## src/rtl/gen_rr_arbiter_pkg.sv

```systemverilog
// Shared types for the generator round-robin arbiter.
// Optional statistics/error port build switch: GEN_ARB_STATS_EN.
package gen_arb_pkg;

  localparam int DEFAULT_DATA_W = 32;

  typedef enum logic [1:0] {
    IDLE   = 2'd0,
    LAUNCH = 2'd1,
    RUN    = 2'd2,
    DONE   = 2'd3
  } state_t;

endpackage

```

## src/rtl/gen_rr_arbiter_if.sv

```systemverilog
// Requester / generator / consumer signal bundle for gen_rr_arbiter.
// slave = arbiter view, master = environment view.
interface gen_rr_arbiter_if
  import gen_arb_pkg::*;
#(
  parameter int NUM_REQ = 4,
  parameter int DATA_W  = DEFAULT_DATA_W
);
  localparam int ID_W = $clog2(NUM_REQ);

  logic [NUM_REQ-1:0]        req_valid;
  logic [NUM_REQ*DATA_W-1:0] req_n;
  logic [NUM_REQ-1:0]        req_ready;
  logic [DATA_W-1:0]         gen_n;
  logic                      gen_start;
  logic                      gen_ready;
  logic                      gen_valid;
  logic [DATA_W-1:0]         gen_output;
  logic                      gen_done;
  logic                      out_valid;
  logic [DATA_W-1:0]         out_data;
  logic [ID_W-1:0]           out_id;
  logic                      out_ready;
  logic                      out_done;
  logic                      busy;

  modport slave (
    input  req_valid, req_n, gen_valid, gen_output, gen_done, out_ready,
    output req_ready, gen_n, gen_start, gen_ready, out_valid, out_data,
           out_id, out_done, busy
  );

  modport master (
    output req_valid, req_n, gen_valid, gen_output, gen_done, out_ready,
    input  req_ready, gen_n, gen_start, gen_ready, out_valid, out_data,
           out_id, out_done, busy
  );

endinterface

```

## src/rtl/gen_rr_arbiter_rr_pick.sv

```systemverilog
// Combinational round-robin picker: first set request at or above ptr,
// wrapping at NUM_REQ. Reusable by other generator schedulers.
module rr_pick #(
  parameter int NUM_REQ = 4,
  localparam int ID_W   = $clog2(NUM_REQ)
) (
  input  logic [NUM_REQ-1:0] req,
  input  logic [ID_W-1:0]    ptr,
  output logic [NUM_REQ-1:0] gnt,
  output logic [ID_W-1:0]    id,
  output logic               any
);

  logic [ID_W:0]   sum;
  logic [ID_W-1:0] idx;

  // scan NUM_REQ positions starting at ptr, keep the first hit
  always_comb begin
    gnt = '0;
    id  = '0;
    any = 1'b0;
    sum = '0;
    idx = '0;
    for (int i = 0; i < NUM_REQ; i++) begin
      sum = {1'b0, ptr} + (ID_W+1)'(i);
      if (sum >= (ID_W+1)'(NUM_REQ)) sum = sum - (ID_W+1)'(NUM_REQ);
      idx = sum[ID_W-1:0];
      if (!any && req[idx]) begin
        any      = 1'b1;
        gnt[idx] = 1'b1;
        id       = idx;
      end
    end
  end

endmodule

```

## src/rtl/gen_rr_arbiter.sv

```systemverilog
// Shares one start/ready/valid/done generator among NUM_REQ requesters.
// Optional build switch GEN_ARB_STATS_EN adds out_count and err_sticky.
//
//   state  | meaning
//   IDLE   | waiting for any req_valid; winner accepted here
//   LAUNCH | gen_start pulse, argument already registered on gen_n
//   RUN    | generator stream passed through, tagged with out_id
//   DONE   | out_done pulse for out_id, then back to IDLE
module gen_rr_arbiter
  import gen_arb_pkg::*;
#(
  parameter int NUM_REQ = 4,
  parameter int DATA_W  = DEFAULT_DATA_W
) (
  input  logic                __clock,
  input  logic                __reset,
  gen_rr_arbiter_if.slave     bus
`ifdef GEN_ARB_STATS_EN
  ,
  output logic [DATA_W-1:0]   out_count,
  output logic                err_sticky
`endif
);

  localparam int ID_W = $clog2(NUM_REQ);

  state_t              state_q, state_d;
  logic [ID_W-1:0]     rr_ptr_q, rr_ptr_d;
  logic [ID_W-1:0]     out_id_q, out_id_d;
  logic [DATA_W-1:0]   gen_n_q, gen_n_d;

  logic [NUM_REQ-1:0]  pick_gnt;
  logic [ID_W-1:0]     pick_id;
  logic                pick_any;
  logic [DATA_W-1:0]   sel_n;
  logic [ID_W:0]       ptr_inc;

  rr_pick #(.NUM_REQ(NUM_REQ)) u_pick (
    .req (bus.req_valid),
    .ptr (rr_ptr_q),
    .gnt (pick_gnt),
    .id  (pick_id),
    .any (pick_any)
  );

  // argument of the current winner
  always_comb begin
    sel_n = '0;
    for (int i = 0; i < NUM_REQ; i++) begin
      if (pick_gnt[i]) sel_n = bus.req_n[i*DATA_W +: DATA_W];
    end
  end

  // next state, grant latch and pointer advance after each completed call
  always_comb begin
    state_d  = state_q;
    rr_ptr_d = rr_ptr_q;
    out_id_d = out_id_q;
    gen_n_d  = gen_n_q;
    ptr_inc  = {1'b0, out_id_q} + (ID_W+1)'(1);
    case (state_q)
      IDLE: begin
        if (pick_any) begin
          state_d  = LAUNCH;
          gen_n_d  = sel_n;
          out_id_d = pick_id;
        end
      end
      LAUNCH: state_d = RUN;
      RUN: begin
        if (bus.gen_done) begin
          state_d  = DONE;
          rr_ptr_d = (ptr_inc == (ID_W+1)'(NUM_REQ)) ? '0 : ptr_inc[ID_W-1:0];
        end
      end
      DONE:    state_d = IDLE;
      default: state_d = IDLE;
    endcase
  end

  // state and call-context registers
  always_ff @(posedge __clock) begin
    if (!__reset) begin
      state_q  <= IDLE;
      rr_ptr_q <= '0;
      out_id_q <= '0;
      gen_n_q  <= '0;
    end else begin
      state_q  <= state_d;
      rr_ptr_q <= rr_ptr_d;
      out_id_q <= out_id_d;
      gen_n_q  <= gen_n_d;
    end
  end

  // the grant is combinational so a requester can drop valid right after the accept edge
  assign bus.req_ready = (state_q == IDLE && __reset) ? pick_gnt : '0;
  assign bus.gen_n     = gen_n_q;
  assign bus.gen_start = (state_q == LAUNCH);
  assign bus.out_valid = (state_q == RUN) && bus.gen_valid;
  assign bus.out_data  = bus.gen_output;
  assign bus.gen_ready = (state_q == RUN) ? bus.out_ready : 1'b1;
  assign bus.out_id    = out_id_q;
  assign bus.out_done  = (state_q == DONE);
  assign bus.busy      = (state_q != IDLE);

`ifdef GEN_ARB_STATS_EN
  logic [DATA_W-1:0] count_q, count_d;
  logic              err_q, err_d;

  // per-call transfer count and protocol error latch
  always_comb begin
    count_d = count_q;
    if (state_q == IDLE && pick_any) begin
      count_d = '0;
    end else if (bus.out_valid && bus.out_ready) begin
      count_d = count_q + DATA_W'(1);
    end
    err_d = err_q | (bus.gen_valid && bus.gen_done) | (bus.gen_done && state_q != RUN);
  end

  // statistics registers
  always_ff @(posedge __clock) begin
    if (!__reset) begin
      count_q <= '0;
      err_q   <= 1'b0;
    end else begin
      count_q <= count_d;
      err_q   <= err_d;
    end
  end

  assign out_count  = count_q;
  assign err_sticky = err_q;
`endif

endmodule

```

## src/flat_wrapper.sv

```systemverilog
// flat-port wrapper written by rule: the top's interface ports become plain ports
module gen_rr_arbiter_flat import gen_arb_pkg::*;
#(
  parameter int NUM_REQ = 4,
  parameter int DATA_W  = DEFAULT_DATA_W
)
  (__clock, __reset, bus_req_valid, bus_req_n, bus_gen_valid, bus_gen_output, bus_gen_done, bus_out_ready, bus_req_ready, bus_gen_n, bus_gen_start, bus_gen_ready, bus_out_valid, bus_out_data, bus_out_id, bus_out_done, bus_busy);
  gen_rr_arbiter_if #(.NUM_REQ(NUM_REQ), .DATA_W(DATA_W)) bus_i ();
  input  logic __clock;
  input  logic __reset;
  input wire logic [$bits(bus_i.req_valid)-1:0] bus_req_valid;
  input wire logic [$bits(bus_i.req_n)-1:0] bus_req_n;
  input wire logic [$bits(bus_i.gen_valid)-1:0] bus_gen_valid;
  input wire logic [$bits(bus_i.gen_output)-1:0] bus_gen_output;
  input wire logic [$bits(bus_i.gen_done)-1:0] bus_gen_done;
  input wire logic [$bits(bus_i.out_ready)-1:0] bus_out_ready;
  output wire logic [$bits(bus_i.req_ready)-1:0] bus_req_ready;
  output wire logic [$bits(bus_i.gen_n)-1:0] bus_gen_n;
  output wire logic [$bits(bus_i.gen_start)-1:0] bus_gen_start;
  output wire logic [$bits(bus_i.gen_ready)-1:0] bus_gen_ready;
  output wire logic [$bits(bus_i.out_valid)-1:0] bus_out_valid;
  output wire logic [$bits(bus_i.out_data)-1:0] bus_out_data;
  output wire logic [$bits(bus_i.out_id)-1:0] bus_out_id;
  output wire logic [$bits(bus_i.out_done)-1:0] bus_out_done;
  output wire logic [$bits(bus_i.busy)-1:0] bus_busy;
  assign bus_i.req_valid = bus_req_valid;
  assign bus_i.req_n = bus_req_n;
  assign bus_i.gen_valid = bus_gen_valid;
  assign bus_i.gen_output = bus_gen_output;
  assign bus_i.gen_done = bus_gen_done;
  assign bus_i.out_ready = bus_out_ready;
  assign bus_req_ready = bus_i.req_ready;
  assign bus_gen_n = bus_i.gen_n;
  assign bus_gen_start = bus_i.gen_start;
  assign bus_gen_ready = bus_i.gen_ready;
  assign bus_out_valid = bus_i.out_valid;
  assign bus_out_data = bus_i.out_data;
  assign bus_out_id = bus_i.out_id;
  assign bus_out_done = bus_i.out_done;
  assign bus_busy = bus_i.busy;
  gen_rr_arbiter #(.NUM_REQ(NUM_REQ), .DATA_W(DATA_W)) u_core (.__clock(__clock), .__reset(__reset), .bus(bus_i));
endmodule
```

## config.mk

```make
export PLATFORM = sky130hd
export DESIGN_NAME = gen_rr_arbiter_flat
export DESIGN_NICKNAME = d
export VERILOG_FILES = /design/src/rtl/gen_rr_arbiter_pkg.sv /design/src/rtl/gen_rr_arbiter_if.sv /design/src/rtl/gen_rr_arbiter_rr_pick.sv /design/src/rtl/gen_rr_arbiter.sv /design/src/flat_wrapper.sv
export SDC_FILE = /design/constraint.sdc
export NUM_CORES = 1
export LEC_CHECK = 0
export BUFFER_PORTS_ARGS = -buffer_cell sky130_fd_sc_hd__buf_4
export CORE_MARGIN = 5
export CORE_UTILIZATION = 30
export CTS_CLUSTER_SIZE = 25
export DETAILED_ROUTE_END_ITERATION = 8
export PLACE_DENSITY = 0.76
export SKIP_LAST_GASP = 1
export SLEW_MARGIN = 20
export SYNTH_ARGS = -nofsm -noshare
export SYNTH_HDL_FRONTEND = slang
export SYNTH_HIERARCHICAL = 1
export SYNTH_SLANG_ARGS = --single-unit
```

## constraint.sdc

```tcl
create_clock -name __clock -period 9.2 [get_ports __clock]
set_clock_uncertainty 0.1 [all_clocks]
set_input_delay 1.84 -clock __clock [delete_from_list [all_inputs] [get_ports __clock]]
set_output_delay 1.84 -clock __clock [all_outputs]
set_load 0.05 [all_outputs]
```

# Word level (Yosys, flattened, before mapping)
# Cells that the tools add are included.
[classes]
add_sub_neg = 8
order_cmp = 12
eq_ne = 6
n_mux = 42
bitwise = 3
n_reduce_logical = 17
[op_table]
columns = ["operator", "n"]
rows = [
  ["2-to-1 mux 32 bit", 4],
  ["2-to-1 mux 2 bit", 11],
  ["2-to-1 mux 4 bit", 5],
  ["2-to-1 mux 1 bit", 13],
  ["less-than comparator 2 x 3 -> 1 bit, second input constant", 4],
  ["OR 4 bit", 3],
  [">= comparator 3 bit, second input constant", 3],
  ["logical AND 1 bit", 9],
  ["binary-select mux 1 bit (select 2 bit)", 4],
  ["demux 1 bit (select 2 bit)", 4],
  [">= comparator 2 x 1 -> 1 bit, second input constant", 4],
  ["case mux 2 bit (4 select lines)", 1],
  ["subtractor 2 x 1 -> 2 bit, second input constant", 4],
  ["adder 2 x 1 -> 3 bit, second input constant", 2],
  ["adder 2 x 2 -> 3 bit, second input constant", 2],
  ["AND reduction 2 bit", 3],
  ["equality test 2 bit, second input constant", 2],
  ["equality test 3 bit, second input constant", 1],
  [">= comparator 2 x 3 -> 1 bit, second input constant", 1],
  ["logical NOT 1 bit", 3],
  ["equality test 2 x 1 -> 1 bit, second input constant", 1],
  ["logical NOT 2 bit", 1],
  ["inequality test 2 x 1 -> 1 bit, second input constant", 1],
  ["inequality test 2 bit, second input constant", 1],
  ["nonzero test 2 bit", 1],
]
[totals]
regBits = 38
input_bits = 169

# Longest topological paths before layout
# Gate-level depths: netlist (run 1).
[logic_depth]
ltp_word = 18
depth_mapped = 14
ltp_nobuf = 9

# By module
# The synthesis (run 1) kept the hierarchy.
[by_module_without_submodules]
columns = ["module", "n_inst", "cells_each", "area_per_inst_um2", "seq_area_each_um2"]
rows = [
  ["gen_rr_arbiter", 1, 277, 2640.0, 760.7],
  ["rr_pick", 1, 45, 421.7, 0.0],
]

# Worst setup path before layout (run 1)
# OpenSTA, ideal clock, no wires.
[synth_timing]
path_type = "input-to-output"
start = "in bus_req_valid[2]"
end = "out bus_req_ready[2]"
t_arrival_ns = 3.893
required_ns = 7.260
slack_ns = 3.367
cell_stages = 8
path_buffers = 3
path_cell_list = "mux4_2 -> buf_6 -> nor4b_4 -> a22oi_1 -> o21ai_0 -> buf_2 -> clkbuf_1 -> and3_1"
[synth_via]
elab_chain_cells = 13
elab_cells_between_ends = 25
[synth_rtl]
columns = ["item", "line_no", "rtl"]
rows = [
  ["start, declared", "flat_wrapper.sv:11", "input wire logic [$bits(bus_i.req_valid)-1:0] bus_req_valid;"],
  ["binary-select mux 1 bit (select 2 bit)", "gen_rr_arbiter_rr_pick.sv:28", "if (!any && req[idx]) begin"],
  ["2-to-1 mux 1 bit (implied by the code)", "gen_rr_arbiter_rr_pick.sv:28", ""],
  ["2-to-1 mux 1 bit", "gen_rr_arbiter_rr_pick.sv:28", ""],
  ["logical NOT 1 bit", "gen_rr_arbiter_rr_pick.sv:28", ""],
  ["logical AND 1 bit", "gen_rr_arbiter_rr_pick.sv:28", ""],
  ["2-to-1 mux 1 bit", "gen_rr_arbiter_rr_pick.sv:28", ""],
  ["logical NOT 1 bit", "gen_rr_arbiter_rr_pick.sv:28", ""],
  ["logical AND 1 bit", "gen_rr_arbiter_rr_pick.sv:28", ""],
  ["2-to-1 mux 1 bit", "gen_rr_arbiter_rr_pick.sv:28", ""],
  ["logical NOT 1 bit", "gen_rr_arbiter_rr_pick.sv:28", ""],
  ["logical AND 1 bit", "gen_rr_arbiter_rr_pick.sv:28", ""],
  ["2-to-1 mux 4 bit (*)", "gen_rr_arbiter_rr_pick.sv:28", ""],
  ["net u_core.pick_gnt[2]", "gen_rr_arbiter.sv:32", "logic [NUM_REQ-1:0] pick_gnt;"],
  ["2-to-1 mux 4 bit (*)", "gen_rr_arbiter.sv:97", "assign bus.req_ready = (state_q == IDLE && __reset) ? pick_gnt : '0;"],
  ["end, declared", "flat_wrapper.sv:17", "output wire logic [$bits(bus_i.req_ready)-1:0] bus_req_ready;"],
]
# Mark *: on every way through the listed nets, which the timed path passes. The rest lies on a longest branch. The select of a mux whose other input is x is not followed.

# Worst setup path in the final report (run 1)
[layout_timing]
start = "in bus_req_valid[2]"
end = "out bus_req_ready[3]"
# The elaborated chain is that of the path after synthesis.

==> run_results.csv, run 1 <==
group,metric,value,unit
outcome,status,"complete, but fails checks",
outcome,violations,"DRC",
global_routing,antenna_found_initial,0,
critical_path,cp_data_required_time,7260,ps
floorplanning,ioPinCount,244,
layout,nets,624,
cts,h-tree-depth,2,
critical_path,max_stage_delay,810,ps
yosys,synthesis.nets,502,
cts,cts.repair.resized,0,
routing,drc,5,
global_routing,track_usage,17.5,%
yosys,synth_edf_count,0,
yosys,ys_async_sr_fraction,0,%
floorplanning,core.rowCount,36,
sta,setup_ws,2960,ps
routing,ant_nets,0,
routing,dr.first_iter.drc_count,344,
pwr,p_per_area,318,mW/mm^2
cts,clkSinkCount,38,
floorplanning,die_w,111,um
yosys,synthSimpleGateAreaFrac,16.1,%
routing,wl_per_cell,20.0,um
floorplanning,core_region_area,0.00986,sq mm
sta,max_freq,160,MHz
critical_path,arrival,4300,ps
cts,ctsHoldBuffers,0,
layout,nFillCells,972,
sta,tightest_slew,1020,ps
routing,totalWireLength,11.6,mm
worst_hold_path,worst_hold_path_type,"reg -> reg",
job,maxCapViolations,0,
yosys,synth_compound_area_share,32.6,%
pwr,max-vdd-ir-drop,258,uV
critical_path,cp_slowest_cell,"o21ai_4",
sta,hold_viol_final,0,
critical_path,rr_startpoint,"u_core/rr_ptr_q[0]$_SDFFE_PN0P_",
global_routing,grt_overflow,0,
critical_path,critPathCaptureType,"output port",
critical_path,r2r-end,"u_core/bus.gen_n[15]$_SDFFE_PN0P_",
cts,clock-root-buffer,"clkbuf_8",
routing,vias_per_cell,5.62,
yosys,yosysTopAreaCell,"dfxtp_1",
yosys,synthCells,322,
yosys,avgSynthCellArea,9.51,sq um
critical_path,crit_buf_inv,2,
yosys,yosysTopAreaCellShare,24.8,%
yosys,yosys_most_used_dff,"dfxtp_1",
critical_path,critPathMaxFanout,34,
yosys,ys_ff_latch,38,
place,portBuffers,179,
critical_path,crit_path_cell_trace,"buf_4 -> mux4_2 -> and2b_2 -> a22oi_1 -> o21ai_4 -> and3_1 -> buf_4",
worst_hold_path,worstHoldStart,"u_core/state_q[1]$_SDFFE_PN0P_",
pwr,p_leak,1.77,nW
critical_path,cp_common_cell,"buf_4",
yosys,synthMuxAreaShare,5.19,%
sta,post-route-min-period,6240,ps
worst_hold_path,hold_end,"u_core/state_q[1]$_SDFFE_PN0P_",
critical_path,cp_top_family,"compound AO/OA/AOI/OAI gates",
global_routing,grt_pass1_wl,17.8,mm
floorplanning,initial_core_util,31.0,%
yosys,synth_top_family_by_area,"compound AO/OA/AOI/OAI gates",
critical_path,startpoint_type,"input pin",
cts,cts_tree,"built",
sta,fin_crit_sh,67.8,%
routing,firstDrtPassIters,9,
critical_path,regToRegSetupSlack,4840,ps
place,preCtsSetupSlack,2980,ps
critical_path,worst-r2r-cell-count,10,
place,hpwlAfterDp,8.13,mm
routing,via_count,3249,
critical_path,critical_path_depth,7,
yosys,synthAdderAreaFrac,4.50,%
sta,fin_setup_tns,0,ps
sta,slew_violations,0,
sta,maxSlewHeadroom,31.7,%
cts,path_clk_slew,80,ps
global_routing,grt_pass1_vias,3283,
place,gp_congestion,0.895,
sta,rsz0062_at_grt,"false",
cts,clk_latency,290,ps
yosys,synth-xor-area-share,0,%
sta,final-setup-viol-count,0,
floorplanning,die_height,111,um
yosys,yosysWarningCount,6,
yosys,syn_area,0.00306,sq mm
global_routing,grt_start_max_net_pins,40,
layout,syn_to_final_growth,39.4,%
cts,cts_max_path_buffers,2,
layout,layout-drive-gt1-share,53.3,%
yosys,yosysSeqAreaShare,24.8,%
yosys,synth.area.top_cells,"dfxtp_1 25%, a222oi_1 9.8%, nand4b_1 8.9%",
cts,post_cts_buffers,0,
layout,n_antenna_cell,0,
floorplanning,die_area,0.0123,sq mm
yosys,synth_cell_type_count,42,
cts,cts-buffers-inserted,5,
critical_path,path_class,"in -> out",
worst_hold_path,worstHoldPathCells,2,
==> metal layers <==
metal / part of all wire (%) / wire length (um) / vias to the layer above / global-route usage, %
met3: 9.3 / 1080 / 29 / 4.26
met4: 1.5 / 176 / 0 / 4.70
met1: 39 / 4530 / 1516 / 21.1
met5: 0 / 0 / - / 0
li1: - / - / 1500 / -
met2: 50 / 5780 / 204 / 30.9
==> worst max-delay path by stage <==
stage                          start          endpoint  slack [ps]
finish              bus_req_valid[2]  bus_req_ready[3]        2960
global route        bus_req_valid[2]  bus_req_ready[3]        2840
CTS                 bus_req_valid[2]  bus_req_ready[3]        2980
detailed placement  bus_req_valid[2]  bus_req_ready[3]        2980
global placement    bus_req_valid[2]  bus_req_ready[3]        3060
floorplan           bus_req_valid[2]  bus_req_ready[2]        3370
==> flip-flops by register name (all words and copies together) (netlist names) <==
name	count
u_core/bus.gen_n	32
u_core/bus.out_id	2
u_core/rr_ptr_q	2
u_core/state_q	2
==> cells in the final DEF, fill, tap and decap left out, types with 2 or more instances in the layout <==
cell      instances
o21ai_0           7
mux4_1            2
buf_4           183
o21ai_4           2
nand2_1           5
clkbuf_8          6
inv_1             6
mux2i_1           5
a222oi_1         30
a22oi_1           8
nor2b_1           3
ha_1             10
nand4b_1         31
nand2b_1          3
nor2_1            7
inv_2             2
o211ai_1         31
mux4_2            2
a32o_1            2
and3_1            4
dfxtp_1          38
a21oi_1           7
a21oi_2          30
==> Yosys cell counts (6+ instances only) <==
| master | count |
|---|---|
| a21oi_1 | 7 |
| a21oi_2 | 30 |
| a222oi_1 | 30 |
| a22oi_1 | 8 |
| buf_2 | 12 |
| buf_4 | 33 |
| clkbuf_1 | 14 |
| dfxtp_1 | 38 |
| ha_1 | 11 |
| inv_1 | 6 |
| nand4b_1 | 31 |
| nor2_1 | 7 |
| o211ai_1 | 31 |
| o21ai_0 | 9 |
==> metrics by stage <==
stage / instances / hold WS (ps) / total power, mW / instance area (sq um) / utilization, %
floorplan: 322 / 387 / 1.04 / 3060 / -
global placement: 569 / 410 / 1.21 / 4150 / 42.1
detailed placement: 570 / 416 / 1.23 / 4170 / 42.3
CTS: 578 / 432 / 1.37 / 4270 / 43.3
global route: 578 / 462 / 1.43 / 4270 / 43.3
finish: 578 / 434 / 1.35 / 4270 / 43.3
==> power by group <==
group	total, mW	internal [mW]	switching, mW	leakage, nW
Sequential	0.288	0.240	0.0474	0.315
Combinational	0.941	0.311	0.630	1.40
Clock	0.126	0.0604	0.0656	0.0472
Total	1.35	0.611	0.743	1.77
==> layout make-up <==
type / count / area [sq um] / share of cell area (%)
multi-input combinational: 207 / 1820 / 42.7
timing repair buffer: 184 / 1390 / 32.7
sequential: 38 / 761 / 17.8
tap: 133 / 166 / 3.90
clock buffer: 6 / 82.6 / 1.94
inverter: 8 / 30.0 / 0.704
clock inverter: 2 / 12.5 / 0.293
==> tightest hold or removal path: stages, from the launching register on <==
cell and delay [ps]:
dfxtp_1 350, o21ai_0 80, a21oi_1 60
==> logic make-up (layout without fill, tap and decap cells) <==
| family | Yosys count | count (layout) |
|---|---|---|
| flip-flops | 38 | 38 |
| adder cells (fa/ha/maj) | 11 | 11 |
| buffers and inverters | 77 | 200 |
| multiplexers | 10 | 10 |
| AND/OR/NAND/NOR | 65 | 65 |
| AO/OA/AOI/OAI | 121 | 121 |
(Power assumes the default switching activity.)
==> inputs of run 2 (changes only) <==
==> constraint.sdc (replaced) <==
create_clock -name __clock -period 6 [get_ports __clock]
set_clock_uncertainty 0.1 [all_clocks]
set_input_delay 1.2 -clock __clock [delete_from_list [all_inputs] [get_ports __clock]]
set_output_delay 1.2 -clock __clock [all_outputs]
set_load 0.05 [all_outputs]
==> run 2 against run 1 <==
The run now ends clean. Final area shrank 0.56%. Die area is the same. Sequential share of layout area grew 0.10 points. Global-route usage shrank 0.21 points. Count of clock-buffer cells in the layout grew 1. Worst hold slack gained 12 ps. Register-to-register slack lost 3300 ps. Final cell count shrank 0.17%. Power grew 52%. Routed wire length shrank 0.90%. Critical endpoint unchanged. First-iteration DRC count grew 31%. Core utilization shrank 0.24 points. Critical path type is now reg -> out.
==> run_results.csv, run 2 (synthesis gave the netlist of run 1 again) <==
group,metric,value,unit
sta,fin_crit_sh,84.1,%
layout,nets,623,
cts,post_cts_buffers,0,
floorplanning,die_height,111,um
sta,max_freq,198,MHz
sta,hold_viol_final,0,
routing,wl_per_cell,19.9,um
cts,cts_max_path_buffers,2,
sta,maxSlewHeadroom,29.3,%
sta,slew_violations,0,
routing,firstDrtPassIters,9,
layout,final_util,43.0,%
pwr,p_leak,1.76,nW
floorplanning,core.rowCount,36,
layout,layout_commonest_cell,"buf_4",
place,portBuffers,179,
critical_path,arrival,3740,ps
layout,n_antenna_cell,0,
cts,cts.repair.resized,0,
floorplanning,ioPinCount,244,
critical_path,path_class,"reg -> out",
sta,fin_setup_tns,0,ps
pwr,p_sw,1.13,mW
floorplanning,die_area,0.0123,sq mm
layout,syn_to_final_growth,38.6,%
pwr,power,2.05,mW
global_routing,grt_start_max_net_pins,40,
pwr,p_seq_share,21.5,%
critical_path,cp_slowest_cell,"o21ai_4",
global_routing,grt_overflow,0,
critical_path,critPathMaxFanout,34,
pwr,switching_share,55.0,%
sta,post-route-min-period,5040,ps
place,hpwlAfterDp,8.23,mm
pwr,max-vdd-ir-drop,449,uV
routing,dr.max_layer_used,"met4",
global_routing,grt_pass1_vias,3353,
pwr,intPower,924,uW
global_routing,antenna_found_initial,0,
cts,h-tree-depth,2,
cts,cts_tree,"built",
floorplanning,core_region_area,0.00986,sq mm
routing,route.met3.wl,1.03,mm
routing,vias_per_cell,5.81,
outcome,status,"finished, final reports clean",
critical_path,cp_data_required_time,4700,ps
floorplanning,die_w,111,um
cts,cts-buffers-inserted,5,
routing,drc,0,
routing,via_count,3351,
routing,ant_nets,0,
pwr,combPwrFrac,69.3,%
floorplanning,initial_core_util,31.0,%
routing,routed-wl-met2,5.68,mm
sta,final-setup-viol-count,0,
layout,largest_register_ffs,32,
layout,layout-drive-gt1-share,52.9,%
critical_path,critPathCaptureType,"output port",
routing,dr.first_iter.drc_count,450,
job,maxCapViolations,0,
routing,wl_met1,4.43,mm
critical_path,crit_path_cell_trace,"inv_1 -> ha_1 -> mux4_2 -> and2b_2 -> a22oi_1 -> o21ai_4 -> and3_1 -> buf_4",
place,gp_congestion,0.886,
worst_hold_path,worst_hold_path_type,"reg -> reg",
layout,layout_common_cells,"183 x buf_4, 38 x dfxtp_1, 31 x nand4b_1, 31 x o211ai_1",
routing,totalWireLength,11.5,mm
cts,ctsHoldBuffers,0,
cts,clkSinkCount,38,
cts,clock-root-buffer,"clkbuf_8",
sta,tightest_slew,1060,ps
sta,rsz0062_at_grt,"false",
cts,clk_latency,280,ps
global_routing,track_usage,17.3,%
pwr,p_per_area,484,mW/mm^2
cts,path_clk_slew,80,ps
pwr,clockPowerShare,9.1,%
critical_path,startpoint_type,"register",
critical_path,max_stage_delay,840,ps
global_routing,grt_pass1_wl,17.8,mm
## run 2: layout make-up
cell class              instances  area [sq um]
fillers                       987          5620
multi-input cells             207          1820
repair buffers                183          1370
flip-flops and latches         38           761
well taps                     133           166
clock buffers                   7          86.3
inverters                       8          30.0
clock inverters                 1          5.00
## run 2: power by group through the flow
stage / combinational (mW) / clock (mW) / sequential, mW
floorplan: 0.788 / 0 / 0.801
global placement: 1.40 / 0 / 0.442
detailed placement: 1.42 / 0 / 0.446
CTS: 1.43 / 0.198 / 0.441
global route: 1.51 / 0.208 / 0.456
finish: 1.42 / 0.187 / 0.442
## run 2: final timing paths
kind | startpoint | to | slack, ps | cells after the start
max reg2reg | u_core/rr_ptr_q[0]$_SDFFE_PN0P_ | u_core/bus.gen_n[6]$_SDFFE_PN0P_ | 1560 | 10
max | u_core/rr_ptr_q[0]$_SDFFE_PN0P_ | bus_req_ready[3] | 960 | 8
min | u_core/bus.out_id[1]$_SDFFE_PN0P_ | u_core/bus.out_id[1]$_SDFFE_PN0P_ | 450 | 2
min reg2reg | u_core/bus.out_id[1]$_SDFFE_PN0P_ | u_core/bus.out_id[1]$_SDFFE_PN0P_ | 450 | 2
## run 2: layer usage
layer  up-vias  global-route usage (%)
met2       202                    29.3
met4         0                    6.16
met5         -                       0
li1       1498                       -
met3        32                    4.75
met1      1619                    20.9
## run 2: worst max-delay path: cells and delay by family, from the launching register on
family	cells	cell delay (ps)
simple gates	2	600
fa+ha+maj	1	400
mux	1	460
flops	1	700
buf+inv	2	340
compound gates	2	960
## run 2: metrics by stage
step                      setup slack, ps  cell area [sq um]  hold WS, ps  instances
final                                 957               4240          446        577
after global routing                  730               4240          475        577
after CTS                            1010               4240          440        577
after detailed placement             1080               4150          427        569
after global placement               1150               4150          410        569
after floorplan                      1450               3060          387        322
